File: config.mk
export PLATFORM = sky130hd
export DESIGN_NAME = pattern_serializer_flat
export DESIGN_NICKNAME = d
export VERILOG_FILES = /design/src/rtl/pattern_serializer_pkg.sv /design/src/rtl/pattern_serializer_if.sv /design/src/rtl/pattern_serializer_load_down_counter.sv /design/src/rtl/pattern_serializer.sv /design/src/flat_wrapper.sv
export SDC_FILE = /design/constraint.sdc
export NUM_CORES = 1
export LEC_CHECK = 0
export CAP_MARGIN = 5
export CELL_PAD_IN_SITES_DETAIL_PLACEMENT = 1
export CELL_PAD_IN_SITES_GLOBAL_PLACEMENT = 2
export CORE_UTILIZATION = 34
export CTS_BUF_LIST = sky130_fd_sc_hd__clkbuf_4
export CTS_CLUSTER_SIZE = 24
export DETAILED_ROUTE_END_ITERATION = 10
export PLACE_DENSITY_LB_ADDON = 0.1
export SYNTH_ARGS = -nofsm -noshare
export SYNTH_HDL_FRONTEND = slang
export SYNTH_SLANG_ARGS = --single-unit
File: constraint.sdc
create_clock -name clk -period 2.5 [get_ports clk]
set_input_delay 0.5 -clock clk [delete_from_list [all_inputs] [get_ports clk]]
set_output_delay 0.5 -clock clk [all_outputs]
set_load 0.1 [all_outputs]
File: src/rtl/pattern_serializer_pkg.sv
// Shared types and constants for the serial pattern transmitter.
package pattern_serializer_pkg;

  localparam int DEF_WIDTH = 5;
  localparam logic [DEF_WIDTH-1:0] DEF_PATTERN = 5'b10101;

  typedef enum logic [1:0] {
    S_IDLE,
    S_SEND,
    S_GAP,
    S_DONE
  } state_t;

  // Counter width able to hold values 0..n-1 (at least one bit).
  function automatic int cnt_w(input int n);
    return (n <= 2) ? 1 : $clog2(n);
  endfunction

endpackage

File: src/rtl/pattern_serializer_if.sv
// Job request / serial output bundle between a job source and the serializer.
interface pattern_serializer_if #(
  parameter int WIDTH = 5,
  parameter int CNT_W = 4
);
  logic             start;
  logic             use_default;
  logic [WIDTH-1:0] pat_in;
  logic [CNT_W-1:0] reps;
  logic             o;
  logic             o_valid;
  logic             busy;
  logic             done;

  modport master (output start, use_default, pat_in, reps,
                  input  o, o_valid, busy, done);
  modport slave  (input  start, use_default, pat_in, reps,
                  output o, o_valid, busy, done);
endinterface

File: src/rtl/pattern_serializer_load_down_counter.sv
// Loadable down counter; tc flags a count of zero. Load wins over decrement,
// and the count saturates at zero.
module load_down_counter #(
  parameter int W = 4
) (
  input  logic         clk,
  input  logic         rst,
  input  logic         load,
  input  logic         dec,
  input  logic [W-1:0] load_val,
  output logic         tc
);
  logic [W-1:0] count;

  // Counter register: load, else decrement until zero.
  always_ff @(posedge clk) begin
    if (rst)                    count <= '0;
    else if (load)              count <= load_val;
    else if (dec && count != 0) count <= count - 1'b1;
  end

  assign tc = (count == '0);
endmodule

File: src/rtl/pattern_serializer.sv
// Serial pattern transmitter: sends a WIDTH-bit pattern MSB-first, optionally
// repeated with GAP zero cycles between repetitions.
module pattern_serializer
  import pattern_serializer_pkg::*;
#(
  parameter int               WIDTH           = DEF_WIDTH,
  parameter logic [WIDTH-1:0] DEFAULT_PATTERN = WIDTH'(DEF_PATTERN),
  parameter int               CNT_W           = 4,
  parameter int               GAP             = 1
) (
  input  logic                 clk,
  input  logic                 rst,
  pattern_serializer_if.slave  bus
);
  localparam int BW = cnt_w(WIDTH);
  localparam int GW = cnt_w(GAP);
  localparam logic [BW-1:0] BIT_LOAD = BW'(WIDTH - 1);
  localparam logic [GW-1:0] GAP_LOAD = GW'((GAP > 0) ? GAP - 1 : 0);
  localparam bit            NO_GAP   = (GAP == 0);

  state_t           state;
  logic [WIDTH-1:0] shreg, pat_lat, pat_sel;
  logic [CNT_W-1:0] rep_load_val;
  logic             accept, last_bit;
  logic             bit_load, bit_dec, bit_tc;
  logic             rep_load, rep_dec, rep_tc;
  logic             gap_load, gap_dec, gap_tc;

  // Counter control: counters hold "remaining after the current one".
  always_comb begin
    pat_sel      = bus.use_default ? DEFAULT_PATTERN : bus.pat_in;
    rep_load_val = (bus.reps == '0) ? '0 : bus.reps - 1'b1;
    accept       = (state == S_IDLE || state == S_DONE) && bus.start;
    last_bit     = (state == S_SEND) && bit_tc;
    bit_load     = accept || (last_bit && !rep_tc && NO_GAP) ||
                   (state == S_GAP && gap_tc);
    bit_dec      = (state == S_SEND) && !bit_tc;
    rep_load     = accept;
    rep_dec      = last_bit && !rep_tc;
    gap_load     = last_bit && !rep_tc && !NO_GAP;
    gap_dec      = (state == S_GAP) && !gap_tc;
  end

  load_down_counter #(.W(BW)) u_bit_cnt (
    .clk(clk), .rst(rst), .load(bit_load), .dec(bit_dec),
    .load_val(BIT_LOAD), .tc(bit_tc)
  );

  load_down_counter #(.W(CNT_W)) u_rep_cnt (
    .clk(clk), .rst(rst), .load(rep_load), .dec(rep_dec),
    .load_val(rep_load_val), .tc(rep_tc)
  );

  load_down_counter #(.W(GW)) u_gap_cnt (
    .clk(clk), .rst(rst), .load(gap_load), .dec(gap_dec),
    .load_val(GAP_LOAD), .tc(gap_tc)
  );

  // Main FSM; outputs are registered so o shows shreg's MSB in the same
  // cycle the state reports it.
  always_ff @(posedge clk) begin
    if (rst) begin
      state       <= S_IDLE;
      shreg       <= '0;
      pat_lat     <= '0;
      bus.o       <= 1'b0;
      bus.o_valid <= 1'b0;
      bus.busy    <= 1'b0;
      bus.done    <= 1'b0;
    end else begin
      case (state)
        S_IDLE, S_DONE: begin
          state       <= S_IDLE;
          bus.o       <= 1'b0;
          bus.o_valid <= 1'b0;
          bus.busy    <= 1'b0;
          bus.done    <= 1'b0;
          if (accept) begin
            state       <= S_SEND;
            pat_lat     <= pat_sel;
            shreg       <= pat_sel;
            bus.o       <= pat_sel[WIDTH-1];
            bus.o_valid <= 1'b1;
            bus.busy    <= 1'b1;
          end
        end
        S_SEND: begin
          if (!bit_tc) begin
            shreg <= {shreg[WIDTH-2:0], 1'b0};
            bus.o <= shreg[WIDTH-2];
          end else if (!rep_tc && NO_GAP) begin
            shreg <= pat_lat;
            bus.o <= pat_lat[WIDTH-1];
          end else if (!rep_tc) begin
            state       <= S_GAP;
            shreg       <= pat_lat;
            bus.o       <= 1'b0;
            bus.o_valid <= 1'b0;
          end else begin
            state       <= S_DONE;
            bus.o       <= 1'b0;
            bus.o_valid <= 1'b0;
            bus.busy    <= 1'b0;
            bus.done    <= 1'b1;
          end
        end
        S_GAP: begin
          if (gap_tc) begin
            state       <= S_SEND;
            bus.o       <= shreg[WIDTH-1];
            bus.o_valid <= 1'b1;
          end
        end
        default: state <= S_IDLE;
      endcase
    end
  end
endmodule

File: src/flat_wrapper.sv
// flat-port wrapper written by rule: the top's interface ports become plain ports
module pattern_serializer_flat import pattern_serializer_pkg::*;
#(
  parameter int               WIDTH           = DEF_WIDTH,
  parameter logic [WIDTH-1:0] DEFAULT_PATTERN = WIDTH'(DEF_PATTERN),
  parameter int               CNT_W           = 4,
  parameter int               GAP             = 1
)
  (clk, rst, bus_start, bus_use_default, bus_pat_in, bus_reps, bus_o, bus_o_valid, bus_busy, bus_done);
  pattern_serializer_if #(.WIDTH(WIDTH), .CNT_W(CNT_W)) bus_i ();
  input  logic clk;
  input  logic rst;
  input wire logic [$bits(bus_i.start)-1:0] bus_start;
  input wire logic [$bits(bus_i.use_default)-1:0] bus_use_default;
  input wire logic [$bits(bus_i.pat_in)-1:0] bus_pat_in;
  input wire logic [$bits(bus_i.reps)-1:0] bus_reps;
  output wire logic [$bits(bus_i.o)-1:0] bus_o;
  output wire logic [$bits(bus_i.o_valid)-1:0] bus_o_valid;
  output wire logic [$bits(bus_i.busy)-1:0] bus_busy;
  output wire logic [$bits(bus_i.done)-1:0] bus_done;
  assign bus_i.start = bus_start;
  assign bus_i.use_default = bus_use_default;
  assign bus_i.pat_in = bus_pat_in;
  assign bus_i.reps = bus_reps;
  assign bus_o = bus_i.o;
  assign bus_o_valid = bus_i.o_valid;
  assign bus_busy = bus_i.busy;
  assign bus_done = bus_i.done;
  pattern_serializer #(.WIDTH(WIDTH), .DEFAULT_PATTERN(DEFAULT_PATTERN), .CNT_W(CNT_W), .GAP(GAP)) u_core (.clk(clk), .rst(rst), .bus(bus_i));
endmodule
==> impl_metrics.toml <==
[yosys]
synth_top_cell_by_area = "dfxtp_1"
synth_top_area_frac = 0.365
yosys_register_bits = 24
synth_area_leaders = "dfxtp_1, ha_1, nor2_1, nand2_1, a21oi_1"
syn_avg_cell_area_um2 = 8.38
ys.warnings.count = 0
syn_nets = 178
syn_inst = 157
synth_cell_types = 43
synth_area_mm2 = 0.00132
synth-seq-area-share = 0.365

[drt]
drc_errors = 0
vias_per_cell = 5.34
avgRoutedWirePerCell_um = 14.9
dr.pass1.iters = 4
num_vias = 1174
antenna_left = 0
drt-initial-drc-count = 39
finalWirelength_um = 3290

[worst_setup_path]
slowest_stage = "dfxtp_1"
worst_r2r_path_depth = 7
end_kind = "register"
r2r_setup_slack_ns = 0.59
crit_path_max_fanout = 6
cp_data_required_time_ns = 2.73
crit_path_frequent_cell = "inv_1"
crit_path_max_incr_delay_ns = 0.41
arrival_ns = 2.15
worstSetupPathType = "reg2reg"
cp_top_family = "buffers and inverters"
reg2reg_to = "u_core.u_rep_cnt.count[2]"
cp_cell_sequence = "inv_1, ha_1, inv_1, nor2_1, buf_4, a21oi_1, a221oi_1"
path_buf_inv = 3
start_kind = "register"
startpoint = "u_core.state[0]"
r2r_start = "u_core.state[0]"

[pwr]
p_switching_w = 0.000476
p_leak_nw = 0.592
pwr-share-clk = 0.227
switching_share = 0.377
power_frac_seq = 0.385
p_int_w = 0.000786
ir_drop_mv = 0.373
p_per_area_mw_per_mm2 = 811
p_comb_frac = 0.388
power.total_w = 0.00126

[place]
hpwl_um = 2470
gp_congestion = 0.781
portBuffers = 16
place_area_mm2 = 0.00151

[floorplanning]
die_area_mm2 = 0.00412
die_h_um = 64.2
initial_core_util = 0.357
core_mm2 = 0.00369
core.rowCount = 22
io-pin-count = 17
dieWidth_um = 64.2

[cts]
cts_tree = "yes"
clockBufferDepth = 2
clk_pin_slew_ns = 0.15
insertion_delay_ns = 0.32
cts_resized = 0
cts_root_buffer = "clkbuf_4"
cts_hold_buffers = 0
cts_buffers = 3
postCtsSetupBuffers = 0
cts_sinks = 24
htreeDepth = 1

[global_routing]
grt_pass1_vias = 1210
grt_pass1_wl_um = 5640
grt_overflow = 0
antenna_found_initial = 0
grt_use_total = 0.178
grt_max_degree = 19

[timing]
whs_ns = 0.470
fmaxAchievable_ghz = 0.523
finalCritPeriodShare = 0.765
rsz0062_at_grt = "false"
setup_viol = 0
slew_headroom = 0.526
worst_slew_pin_slew_ns = 0.709
slew_violations = 0
min_period_ns = 1.91
hold_viol = 0
setup-tns-final_ns = 0
clock-skew-final_ns = 0.0142

[finish]
mostFrequentLayoutCells = "dfxtp_1, nor2_1, nand2_1, clkdlybuf4s50_1, a21oi_1"
layout_commonest_cell = "dfxtp_1"
area_growth_pct = 18.5
finalInstanceArea_mm2 = 0.00156
antenna_cells = 0
final_layout_size_suffix_gt1_frac = 0.110
final_nets = 194

[status]
status = "finished, final reports clean"

[worst_hold_path]
hold_start = "u_core.shreg[0]"
hp-class = "reg2reg"
min_to = "u_core.shreg[0]"
hold_depth = 2

[flow_run]
cap_violations = 0
-- cell families (layout without fill, tap and decap cells) --
| kind of cell | after synthesis | after routing | synth area share |
|---|---|---|---|
| adder cells (fa/ha/maj) | 8 | 8 | 0.0761 |
| XOR/XNOR | 3 | 3 | 0.0200 |
| buffers and inverters | 18 | 33 | 0.0637 |
| flip-flops | 24 | 24 | 0.365 |
| AO/OA/AOI/OAI | 39 | 39 | 0.215 |
| multiplexers | 2 | 2 | 0.0152 |
| AND/OR/NAND/NOR | 63 | 63 | 0.245 |
-- power by group through the flow --
stage          Sequential, W  Clock (W)  Combinational (W)
2_1_floorplan       0.000553          0           0.000313
3_3_place_gp        0.000494          0           0.000479
3_5_place_dp        0.000496          0           0.000492
4_1_cts             0.000487   0.000303           0.000498
5_1_grt             0.000495   0.000314           0.000545
6_report            0.000486   0.000286           0.000490
-- cells in the mapped netlist --
cell	count
buf_2	1
o211ai_1	2
a221oi_2	1
a221o_1	1
nand3_1	3
a21oi_2	1
buf_1	2
or2_2	1
nand4_1	1
and2_1	1
and3b_4	1
xnor2_1	2
nand2_1	14
mux2i_1	2
nor3_1	9
or3b_2	1
nand2b_1	3
clkbuf_1	4
o22ai_1	2
a311oi_1	4
a2111oi_0	1
a21oi_1	10
ha_1	8
a31o_2	1
a21boi_1	1
nor2_1	17
o21ai_0	3
buf_6	2
nor2b_1	1
or3_1	2
a221oi_1	1
a211o_1	1
and3_1	1
xor2_1	1
a211oi_1	4
a31oi_1	4
a22oi_1	1
o41ai_2	1
inv_1	9
nor4b_1	1
nor3b_1	6
dfxtp_1	24
nand3b_1	1
-- worst max path at each step --
stage	endpoint	slack, ns	depth (start not counted)
finish	u_core.u_rep_cnt.count[2]	0.59	7
global route	u_core.u_rep_cnt.count[2]	0.39	7
CTS	u_core.u_rep_cnt.count[2]	0.53	7
detailed placement	u_core.u_rep_cnt.count[2]	0.48	6
global placement	u_core.u_rep_cnt.count[2]	0.52	6
floorplan	u_core.shreg[2]	0.71	8
-- worst reg2reg max path, cell delays in order, from the launching register on --
cell and delay, ns:
dfxtp_1 0.41, inv_1 0.08, ha_1 0.38, inv_1 0.12, nor2_1 0.32, buf_4 0.21, a21oi_1 0.05, a221oi_1 0.26
-- layout make-up --
| cell class | instances | area [um2] |
|---|---|---|
| Sequential cell | 24 | 480 |
| Clock inverter | 1 | 30.0 |
| Clock buffer | 3 | 22.5 |
| Multi-Input combinational cell | 115 | 751 |
| Inverter | 9 | 33.8 |
| Tap cell | 48 | 60.1 |
| Timing Repair Buffer | 20 | 180 |
| Fill cell | 461 | 2130 |
-- metrics by stage --
step           utilization  setup slack, ns  std cells
2_1_floorplan            -            0.705        157
3_3_place_gp         0.408            0.519        216
3_5_place_dp         0.408            0.484        216
4_1_cts              0.422            0.529        220
5_1_grt              0.422            0.388        220
6_report             0.422            0.586        220
-- layer usage --
metal  GRT usage  wire [um]
met5           0          0
met4      0.0417         24
met3      0.0429         85
met2       0.315       1630
met1       0.216       1540
-- registers in the layout, summed over array words and instances (netlist names) --
name / flops
u_core.u_bit_cnt.count: 3
u_core.bus.done: 1
u_core.pat_lat: 5
u_core.bus.busy: 1
u_core.bus.o: 1
u_core.u_rep_cnt.count: 4
u_core.bus.o_valid: 1
u_core.shreg: 5
u_core.u_gap_cnt.count: 1
u_core.state: 2
(Power assumes the default switching activity.)
